[src/rtl/gate_tester.sv]
// Automatic gate tester: sweeps every stimulus pattern across CHANNELS gate
// inputs, compares the synchronised responses and keeps per-channel error counts.
module gate_tester #(
   parameter int CHANNELS      = 6,
   parameter int SETTLE_CYCLES = 4,
   parameter int ERR_W         = 4,
   parameter int FAIL_THRESH   = 1
) (
   input  logic                clk,
   input  logic                rst,
   input  logic                start,
   input  logic                invert,
   input  logic [CHANNELS-1:0] resp,
   output logic [CHANNELS-1:0] stim,
   output logic                busy,
   output logic                done,
   output logic                pass,
   output logic [CHANNELS-1:0] fail_flag,
   output logic [CHANNELS-1:0] diff
);

   localparam int CNT_W = $clog2(SETTLE_CYCLES + 1);
   localparam logic [ERR_W-1:0]    ERR_MAX  = {ERR_W{1'b1}};
   localparam logic [CHANNELS-1:0] STIM_MAX = {CHANNELS{1'b1}};

   typedef enum logic [1:0] {
      IDLE   = 2'd0,
      DRIVE  = 2'd1,
      SAMPLE = 2'd2,
      DONE   = 2'd3
   } state_t;

   state_t                          state_r, state_s;
   logic [CHANNELS-1:0]             sync1_r, sync2_r;
   logic [CHANNELS-1:0]             stim_r, stim_s;
   logic [CNT_W-1:0]                cnt_r, cnt_s;
   logic                            mode_r, mode_s;
   logic [CHANNELS-1:0][ERR_W-1:0]  err_r, err_s;
   logic [CHANNELS-1:0]             fail_r, fail_s;
   logic [CHANNELS-1:0]             diff_r, diff_s;
   logic [CHANNELS-1:0]             mism_s;
   logic                            busy_r, busy_s;
   logic                            done_r, done_s;
   logic                            pass_r, pass_s;

   // Two-flop synchroniser for the asynchronous chip responses
   always_ff @(posedge clk or posedge rst) begin
      if (rst) begin
         sync1_r <= {CHANNELS{1'b0}};
         sync2_r <= {CHANNELS{1'b0}};
      end else begin
         sync1_r <= resp;
         sync2_r <= sync1_r;
      end
   end

   // Next-state, pattern sequencing and error accumulation
   always_comb begin
      state_s = state_r;
      stim_s  = stim_r;
      cnt_s   = cnt_r;
      mode_s  = mode_r;
      err_s   = err_r;
      diff_s  = diff_r;
      mism_s  = sync2_r ^ (mode_r ? ~stim_r : stim_r);
      case (state_r)
         IDLE, DONE: begin
            if (start) begin
               state_s = DRIVE;
               stim_s  = {CHANNELS{1'b0}};
               cnt_s   = {CNT_W{1'b0}};
               mode_s  = invert;
               err_s   = {(CHANNELS*ERR_W){1'b0}};
               diff_s  = {CHANNELS{1'b0}};
            end else begin
               state_s = state_r;
            end
         end
         DRIVE: begin
            cnt_s = cnt_r + CNT_W'(32'd1);
            if (cnt_r == CNT_W'(SETTLE_CYCLES - 1)) begin
               state_s = SAMPLE;
            end else begin
               state_s = DRIVE;
            end
         end
         SAMPLE: begin
            diff_s = mism_s;
            for (int i = 0; i < CHANNELS; i++) begin
               if (mism_s[i] && (err_r[i] != ERR_MAX)) begin
                  err_s[i] = err_r[i] + ERR_W'(32'd1);
               end else begin
                  err_s[i] = err_r[i];
               end
            end
            // The last pattern parks at all-ones rather than wrapping
            if (stim_r != STIM_MAX) begin
               stim_s  = stim_r + CHANNELS'(32'd1);
               cnt_s   = {CNT_W{1'b0}};
               state_s = DRIVE;
            end else begin
               state_s = DONE;
            end
         end
         default: begin
            state_s = IDLE;
         end
      endcase
   end

   // Registered status outputs derived from the upcoming state and counts
   always_comb begin
      fail_s = {CHANNELS{1'b0}};
      for (int i = 0; i < CHANNELS; i++) begin
         fail_s[i] = (err_s[i] >= ERR_W'(FAIL_THRESH));
      end
      busy_s = (state_s == DRIVE) || (state_s == SAMPLE);
      done_s = (state_s == DONE);
      pass_s = (state_s == DONE) && (err_s == {(CHANNELS*ERR_W){1'b0}});
   end

   // FSM and datapath state registers
   always_ff @(posedge clk or posedge rst) begin
      if (rst) begin
         state_r <= IDLE;
         stim_r  <= {CHANNELS{1'b0}};
         cnt_r   <= {CNT_W{1'b0}};
         mode_r  <= 1'b0;
         err_r   <= {(CHANNELS*ERR_W){1'b0}};
         fail_r  <= {CHANNELS{1'b0}};
         diff_r  <= {CHANNELS{1'b0}};
         busy_r  <= 1'b0;
         done_r  <= 1'b0;
         pass_r  <= 1'b0;
      end else begin
         state_r <= state_s;
         stim_r  <= stim_s;
         cnt_r   <= cnt_s;
         mode_r  <= mode_s;
         err_r   <= err_s;
         fail_r  <= fail_s;
         diff_r  <= diff_s;
         busy_r  <= busy_s;
         done_r  <= done_s;
         pass_r  <= pass_s;
      end
   end

   assign stim      = stim_r;
   assign busy      = busy_r;
   assign done      = done_r;
   assign pass      = pass_r;
   assign fail_flag = fail_r;
   assign diff      = diff_r;

endmodule

[config.mk]
export PLATFORM = sky130hd
export DESIGN_NAME = gate_tester
export DESIGN_NICKNAME = d
export VERILOG_FILES = /design/src/rtl/gate_tester.sv
export SDC_FILE = /design/constraint.sdc
export NUM_CORES = 1
export LEC_CHECK = 0
export CORE_MARGIN = 4
export CORE_UTILIZATION = 33
export CTS_CLUSTER_DIAMETER = 60
export CTS_CLUSTER_SIZE = 24
export DETAILED_ROUTE_END_ITERATION = 8
export PLACE_DENSITY = 0.58
export SLEW_MARGIN = 20
export SYNTH_ARGS = -nofsm -noshare
export SYNTH_HDL_FRONTEND = slang
export SYNTH_SLANG_ARGS = --single-unit
[constraint.sdc]
create_clock -name clk -period 2.95 [get_ports clk]
set_clock_uncertainty 0.1 [all_clocks]
set_input_delay 0.295 -clock clk [delete_from_list [all_inputs] [get_ports clk]]
set_output_delay 0.295 -clock clk [all_outputs]
set_load 0.05 [all_outputs]
==> results.txt, run 1 <==
The Yosys step of the flow raised 0 warnings. The final weighted congestion of routability-driven global placement is 0.846. The required time at the worst-slack endpoint came out at approximately 3.1 ns. The clock net sink count is 63. The clock-pin transition on the worst setup and hold timing paths is 0.07 ns. The register bit count reported by yosys came out at between 60 and 70. The largest voltage drop on the vdd net is ~0.29 mV. The slowest stage of the critical path is the sky130_fd_sc_hd__or4_4 cell.

The die boundary height is 104 um. The share of power burned in the clock network is a little under a quarter. The worst endpoint data arrival time is about 2.9 ns. The initial antenna violation count came out at 0. The number of hold-repair buffers added at the cts stage came out at 0. The area growth from synthesis to final layout is 21.9%. The overall die area came out at about 11000 sq um. In the routed design, unresolved DRC markers number 0. The post-cts gate resize count came out at 0. The post-CTS setup buffer count is 0.

The first global-routing pass estimated between 10000 and 15000 um of wire. The static leakage came out at roughly 1.7 nW. For this run, the number of standard cells in the final layout without fillers is between 400 and 500.

The cell area after synthesis is approximately 3100 sq um. The worst setup path is captured at a flip-flop. The number of top-level pins is 31. The detailed-route wire length per cell came out at 15.9 um. The count of final setup violators came out at 0.

The run finished with clean final reports. Of the total power, the share spent switching nets is 38.8%. The overall power of the completed layout came out at roughly 0.0029 W. The clock period could shrink to 2.74 ns. STA classifies the critical path startpoint as a flip-flop. Of all nets on the critical path, the largest fanout is 9. The detailed router placed about 2400 vias in this run.

The measured slew at the worst slew-check pin came out at approximately 0.9 ns. Power spread over the standard cell area amounts to 767 nW/um^2. The adder-cell share of the synthesized area is 4.89%.

Summed over all nets, the switching power comes to 0.00111 W. The final global-route overflow total is 0. The share of synthesized area in the top cell type comes to a little over 50%.

The signal on the critical path passes through xnor3_1 -> o311a_1 -> a211o_1 -> or4_4 -> nor3_2 -> and4_1. The standard-cell row count came out at 34. Counting flops with a built-in enable in the synthesized netlist gives 0. The total count of hold-check failures in the final report was 0. The initial standard-cell utilization of the core came out at between 30% and 40%. The total CTS buffers is 9. The number of buffers and inverters on the critical path is 0. The tree is rooted in a sky130_fd_sc_hd__clkbuf_8. The final design area excluding fillers is approximately 3700 sq um.

Per report_power, the combinational group accounts for between 30% and 40% of the total. After synthesis, the mean cell area works out to around 11 sq um. The number of pins exceeding their max-slew limit in the final report came out at 0. The path class of the tightest hold or removal check is reg -> reg.

The multiplexer area fraction after synthesis came out at between 1 and 1.5%. Internal power comes to approximately 0.0018 W. The endpoint with the worst hold slack is sync2_r[1]$_DFF_PP0_. The clock tree synthesis step divided the H-tree into 3 levels.

The first TritonRoute pass finished after 4 iterations. In the post-synthesis netlist, the biggest area contributors are sky130_fd_sc_hd__dfrtp_1, sky130_fd_sc_hd__ha_1, sky130_fd_sc_hd__nand2_1. Setup repair after global routing left no endpoint under its margin.

The TritonCTS clock tree is done. The endpoint identified for the worst register-to-register timing path is pass$_DFF_PP0_. For the final routed database, the setup TNS stands at 0 ns. The number of antenna repair diodes came out at 0. The leading register cell type out of synthesis is sky130_fd_sc_hd__dfrtp_1. Summing the areas of all compound-gate instances in the mapped netlist gives a little under a fifth of the synthesized area.

The placed instance count is 418. The via count normalized by instance count came out at 5.50. Buffers placed on the I/O ports in this run total 30. The share of synthesized area occupied by flip-flops and latches is between 50% and 60%. The period utilization is between 90% and 100%. The latest clock arrival within the worst-skew pair came out at 0.35 ns. The count of maximum capacitance violations is 0. Grouping stages by cell kind, the critical path spends the most delay in simple AND/OR/NAND/NOR gates. In the final design database the tool counted around 340 nets. The synthesized-area fraction occupied by xor and xnor cells came out at 6.27%.

Counting every net in the synthesized netlist gives approximately 300. The number of cell instances on the worst register-to-register path is 6. Derived from the worst setup path, the maximum achievable clock frequency is 0.366 GHz. The worst setup slack for register-to-register paths is approximately 0.21 ns. The largest incremental delay on the critical path is around 0.53 ns. The final critical-path setup slack is 0.214 ns. The area used by multi-input combinational logic is around 1400 sq um. The pin count of the biggest net entering global routing came out at 34. The distinct cell type count of the synthesized netlist is 48.

The via count of the first global-routing pass came out at roughly 2400. In this run the deepest clock path goes through 2 buffers. The simple-gate area share of the yosys netlist came out at around 15%. The DRC violation total after the first TritonRoute iteration came out at 101. The dominant combinational cell family by area after synthesis is compound AO/OA/AOI/OAI gates. The number of instances on the worst hold path came out at 0. Detailed placement ended at an HPWL of between 4000 and 5000 um. The worst pin sits at a relative slew slack of around two fifths. The start-to-end type of the worst setup path is reg -> reg. The library cell occupying the most area in the post-synthesis netlist is sky130_fd_sc_hd__dfrtp_1. The sequential cell area is 1580 sq um.

Of the cells placed in the final design, the portion with a size suffix greater than 1 is between 10% and 20%. Sequential cells account for a little over a third of the total power. For this run, asynchronously set or reset flops after synthesis account for 100%.

The startpoint identified for the worst register-to-register timing path is mode_r$_DFFE_PP0P_. The area of the placeable core is 8890 sq um. The placement-stage cell area is roughly 3600 sq um. The post-place setup slack is 0.208 ns. The post-detailed-routing wire length came out at about 6900 um. Global routing used between 10 and 15% of the available tracks. The chip width is between 100 and 150 um. The number of instances in the synthesized netlist came out at ~280. The count of filler cells inserted in the layout came out at just over 800. The number of nets with antenna violations after routing came out at 0. The startpoint identified for the worst hold timing path is sync1_r[1]$_DFF_PP0_.
registers in the layout (all words and copies together), names as in the netlist, 2 cells and up:
signal     count
err_r         24
diff           6
fail_flag      6
stim           6
sync1_r        6
sync2_r        6
cnt_r          3
state_r        2
through the flow:
step | hold WS [ns] | utilization [%]
3_3_place_gp | 0.234 | 40.0
4_1_cts | 0.249 | 42.1
2_1_floorplan | 0.226 | -
6_report | 0.247 | 42.1
5_1_grt | 0.253 | 42.1
3_5_place_dp | 0.235 | 40.0
cell families (layout without fill, tap and decap cells):
group | Yosys count | count (layout)
compound gates | 83 | 83
buf+inv | 21 | 68
mux | 3 | 3
xor+xnor | 9 | 9
fa+ha+maj | 12 | 12
simple gates | 88 | 88
flops | 63 | 63
synth_stat cells, types with 4 or more instances:
cell,instances
sky130_fd_sc_hd__o21ai_0,17
sky130_fd_sc_hd__dfrtp_1,63
sky130_fd_sc_hd__a41o_1,6
sky130_fd_sc_hd__inv_1,10
sky130_fd_sc_hd__nor4_1,4
sky130_fd_sc_hd__a211o_1,4
sky130_fd_sc_hd__nand2_1,26
sky130_fd_sc_hd__nand3_1,12
sky130_fd_sc_hd__nand2b_1,5
sky130_fd_sc_hd__clkbuf_1,8
sky130_fd_sc_hd__o31ai_1,4
sky130_fd_sc_hd__nor2_1,11
sky130_fd_sc_hd__nand4_1,4
sky130_fd_sc_hd__a32o_1,5
sky130_fd_sc_hd__a31oi_1,11
sky130_fd_sc_hd__and3_1,6
sky130_fd_sc_hd__and2_1,4
sky130_fd_sc_hd__a21oi_1,16
sky130_fd_sc_hd__ha_1,12
power by group through the flow:
| stage | registers, W | logic (W) | clock network, W |
|---|---|---|---|
| 5_1_grt | 0.00106 | 0.00125 | 0.000742 |
| 3_5_place_dp | 0.00106 | 0.00115 | 0 |
| 4_1_cts | 0.00104 | 0.00115 | 0.000705 |
| 2_1_floorplan | 0.00120 | 0.000634 | 0 |
| 6_report | 0.00104 | 0.00115 | 0.000684 |
| 3_3_place_gp | 0.00106 | 0.00114 | 0 |
how the worst max path moves through the flow:
stage | depth (start not counted) | slack, ns | start | endpoint
2_1_floorplan | 7 | 0.10 | stim[4]$_DFFE_PP0P_ | pass$_DFF_PP0_
3_3_place_gp | 6 | 0.27 | mode_r$_DFFE_PP0P_ | pass$_DFF_PP0_
3_5_place_dp | 6 | 0.21 | mode_r$_DFFE_PP0P_ | pass$_DFF_PP0_
4_1_cts | 6 | 0.20 | mode_r$_DFFE_PP0P_ | pass$_DFF_PP0_
5_1_grt | 9 | 0.03 | state_r[0]$_DFF_PP0_ | pass$_DFF_PP0_
6_report | 6 | 0.21 | mode_r$_DFFE_PP0P_ | pass$_DFF_PP0_
layer usage:
metal  GRT usage (%)  vias up  wire (um)
met4            7.60        0        203
met3            2.98       16        343
met1            18.6     1151       3320
li1                -     1142          -
met5               0        -          0
met2            19.6       78       3040
placed cells by master, fill, tap and decap left out, types with 6 or more instances in the layout:
cell | synthesis | layout
sky130_fd_sc_hd__a21oi_1 | 16 | 16
sky130_fd_sc_hd__clkbuf_8 | 0 | 11
sky130_fd_sc_hd__nand3_1 | 12 | 12
sky130_fd_sc_hd__nand2_1 | 26 | 26
sky130_fd_sc_hd__o21ai_0 | 17 | 17
sky130_fd_sc_hd__a41o_1 | 6 | 6
sky130_fd_sc_hd__buf_4 | 0 | 11
sky130_fd_sc_hd__nor2_1 | 11 | 11
sky130_fd_sc_hd__inv_1 | 10 | 9
sky130_fd_sc_hd__a31oi_1 | 11 | 11
sky130_fd_sc_hd__ha_1 | 12 | 12
sky130_fd_sc_hd__and3_1 | 6 | 6
sky130_fd_sc_hd__dfrtp_1 | 63 | 63
sky130_fd_sc_hd__clkdlybuf4s50_1 | 0 | 30
cell type report:
class	count	share of cell area, %
Sequential cell	63	42.1
Multi-Input combinational cell	195	37.6
Timing Repair Buffer	42	10.8
Clock buffer	11	4.04
Tap cell	108	3.61
Inverter	10	1.00
Clock inverter	5	0.869
Note: power is estimated with default switching activity, not from simulation.
==> run 2, diff against run 1 <==
--- a/config.mk
+++ b/config.mk
@@ -10,6 +10,8 @@
 export CTS_CLUSTER_DIAMETER = 60
 export CTS_CLUSTER_SIZE = 24
 export DETAILED_ROUTE_END_ITERATION = 8
+export GPL_ROUTABILITY_DRIVEN = 0
+export MAX_ROUTING_LAYER = met4
 export PLACE_DENSITY = 0.58
 export SLEW_MARGIN = 20
 export SYNTH_ARGS = -nofsm -noshare
==> run 2 against run 1 <==
Cell count unchanged. Combinational power about the same. Critical endpoint unchanged. Clock-buffer cell count unchanged. First-iteration DRC count up 43%. Critical path depth unchanged. Power down 0.18%. Largest power group unchanged. Non-clock buffer count unchanged. Global-route usage up 0.39 points. Routed wire length down 0.77%. Fmax about the same.
==> results.txt, run 2 (synthesis results as in run 1) <==
The global-route usage over all layers came out at 13.9% (+0.39 points). The static leakage came out at 1.69 nW (unchanged). The flip-flop count of the largest register after layout is 24 (unchanged).

The measured slew at the worst slew-check pin is 0.888 ns (-0.0114 ns). The number of pins exceeding their max-slew limit in the final report is 0 (unchanged). The worst slew margin relative to its limit came to 40.4% (+0.77 points). The biggest fanout along the worst timing path is 9 (unchanged). The via count of the first global-routing pass came out at 2401 (unchanged). The required time at the worst-slack endpoint is 3.12 ns (about the same). The via count normalized by instance count came out at 5.54 (+0.80%). The die boundary height is 104 um (unchanged). The overall die area came out at 10900 sq um (unchanged). The period utilization is 92.7% (about the same). Setup repair after global routing left no endpoint under its margin. The final global-route overflow total was 0 (unchanged).

The total CTS buffers is 9 (unchanged). The post-detailed-routing wire length is 6860 um (-0.77%). The largest voltage drop on the vdd net is 0.287 mV (about the same). The detailed-route wire length per cell is 15.8 um (-0.77%). The worst setup path is launched from a flip-flop. The area of the placeable core is 8890 sq um (unchanged).

The power per cell area came to 766 nW/um^2 (-0.18%). STA classifies the critical path endpoint as a flip-flop. The area growth from synthesis to final layout came out at 21.9% (unchanged). The worst register-to-register path begins at mode_r$_DFFE_PP0P_. The maximum number of buffers from clock root to sink was 2 (unchanged). The post-CTS setup buffer count came out at 0 (unchanged). The total number of nets in the final design came out at 343 (unchanged). The clock net sink count was 63 (unchanged). In the layout the commonest cells are sky130_fd_sc_hd__dfrtp_1, sky130_fd_sc_hd__clkdlybuf4s50_1, sky130_fd_sc_hd__nand2_1. The number of iterations in the first detailed-routing pass is 4 (unchanged). The critical path is of the reg -> reg type. The final worst hold slack came out at 0.247 ns (+0.00000700 ns). The upper clock frequency limit is 0.366 GHz (about the same). The total count of hold-check failures in the final report came out at 0 (unchanged). The run finished with clean final reports. The initial antenna violation count is 0 (unchanged). The startpoint of the tightest hold check path is sync1_r[1]$_DFF_PP0_. The number of hold-repair buffers added at the cts stage is 0 (unchanged). The wire length on met3 came out at 324 um (-5.5%). The tree is rooted in a sky130_fd_sc_hd__clkbuf_8. The number of cell instances on the worst register-to-register path came out at 6 (unchanged). The worst endpoint data arrival time came out at 2.91 ns (about the same). The count of final setup violators came to 0 (unchanged). The chip width came out at 104 um (unchanged). The via count of the routed design is 2406 (+0.80%). The final critical path time including I/O delays and setup came out at 2.74 ns (-0.000508 ns). The worst setup slack for register-to-register paths came out at 0.21 ns (about the same). The latest clock arrival within the worst-skew pair came out at 0.34 ns (about the same). The wire length on met1 is 3360 um (+1.1%). The worst register-to-register path ends at pass$_DFF_PP0_. The clock-pin transition on the worst setup and hold timing paths is 0.07 ns (about the same). The global-route wire length before repair came out at 11800 um (about the same). The detailed route wirelength on metal2 came to 2970 um (-2.5%). The number of nets with antenna violations after routing came out at 0 (unchanged). The number of input and output port buffers inserted came out at 30 (unchanged). The post-route setup TNS came out at 0 ns (unchanged). The overall power of the completed layout is 0.00287 W (-0.18%). The pin count of the biggest net entering global routing is 34 (unchanged). The DRC violation total after the first TritonRoute iteration is 144 (+43%). The register with the highest flop count is err_r.

The number of antenna repair diodes came out at 0 (unchanged). The CTS H-tree depth is 3 (unchanged). The library cell used most frequently in the layout, excluding fill and tap cells, is sky130_fd_sc_hd__dfrtp_1.

The fraction of layout cells with a size suffix above 1 came out at 11.7% (unchanged). The number of instances on the worst hold path came out at 0 (unchanged). After detailed routing, no signal wire sits above met4. The count of maximum capacitance violations is 0 (unchanged). TritonCTS built the clock tree. The standard-cell row count is 34 (unchanged). For hold timing, the worst endpoint is sync2_r[1]$_DFF_PP0_. The number of top-level pins is 31 (unchanged).

The post-cts gate resize count came out at 0 (unchanged). The initial standard-cell utilization of the core came out at 34.5% (unchanged). The path class of the tightest hold or removal check is reg -> reg. The detailed placer's ending HPWL came out at 4860 um (unchanged). The post-route DRC violation count came out at 0 (unchanged).
## run 2: cell counts in the layout (fill, tap and decap cells not counted)
Identical to the previous run, type by type.
## run 2: metal layers
metal,vias to the layer above,GRT usage [%]
met3,15,3.04
li1,1143,-
met5,-,-
met2,71,19.4
met1,1177,18.8
met4,0,7.60
## run 2: final cells by class
cell class                      count  area, sq um
Clock buffer                       11          151
Clock inverter                      5         32.5
Fill cell                         820         5150
Inverter                           10         37.5
Multi-Input combinational cell    195         1410
Sequential cell                    63         1580
Tap cell                          108          135
Timing Repair Buffer               42          403
## run 2: worst max-delay path by stage
stage | slack (ns) | start | cells after the start | end
finish | 0.21 | mode_r$_DFFE_PP0P_ | 6 | pass$_DFF_PP0_
global route | 0.03 | state_r[0]$_DFF_PP0_ | 9 | pass$_DFF_PP0_
CTS | 0.20 | mode_r$_DFFE_PP0P_ | 6 | pass$_DFF_PP0_
detailed placement | 0.21 | mode_r$_DFFE_PP0P_ | 6 | pass$_DFF_PP0_
global placement | 0.27 | mode_r$_DFFE_PP0P_ | 6 | pass$_DFF_PP0_
floorplan | 0.10 | stim[4]$_DFFE_PP0P_ | 7 | pass$_DFF_PP0_
## run 2: critical path: stages (launching register included)
cell,delay (ns)
sky130_fd_sc_hd__dfrtp_1,0.50
sky130_fd_sc_hd__xnor3_1,0.51
sky130_fd_sc_hd__o311a_1,0.37
sky130_fd_sc_hd__a211o_1,0.29
sky130_fd_sc_hd__or4_4,0.53
sky130_fd_sc_hd__nor3_2,0.17
sky130_fd_sc_hd__and4_1,0.20
## run 2: metrics by stage
| step | area [sq um] | utilization (%) | cells | setup slack, ns |
|---|---|---|---|---|
| floorplan | 3070 | - | 279 | 0.101 |
| global placement | 3560 | 40.0 | 418 | 0.274 |
| detailed placement | 3560 | 40.0 | 418 | 0.208 |
| CTS | 3740 | 42.1 | 434 | 0.202 |
| global route | 3740 | 42.1 | 434 | 0.0320 |
| finish | 3740 | 42.1 | 434 | 0.215 |
## run 2: report_power, final
| group | leakage [nW] | internal (W) | switching (W) |
|---|---|---|---|
| clock | 0.0873 | 0.000347 | 0.000334 |
| combinational | 0.764 | 0.000447 | 0.000696 |
| sequential | 0.839 | 0.000965 | 0.0000777 |
| total | 1.69 | 0.00176 | 0.00111 |
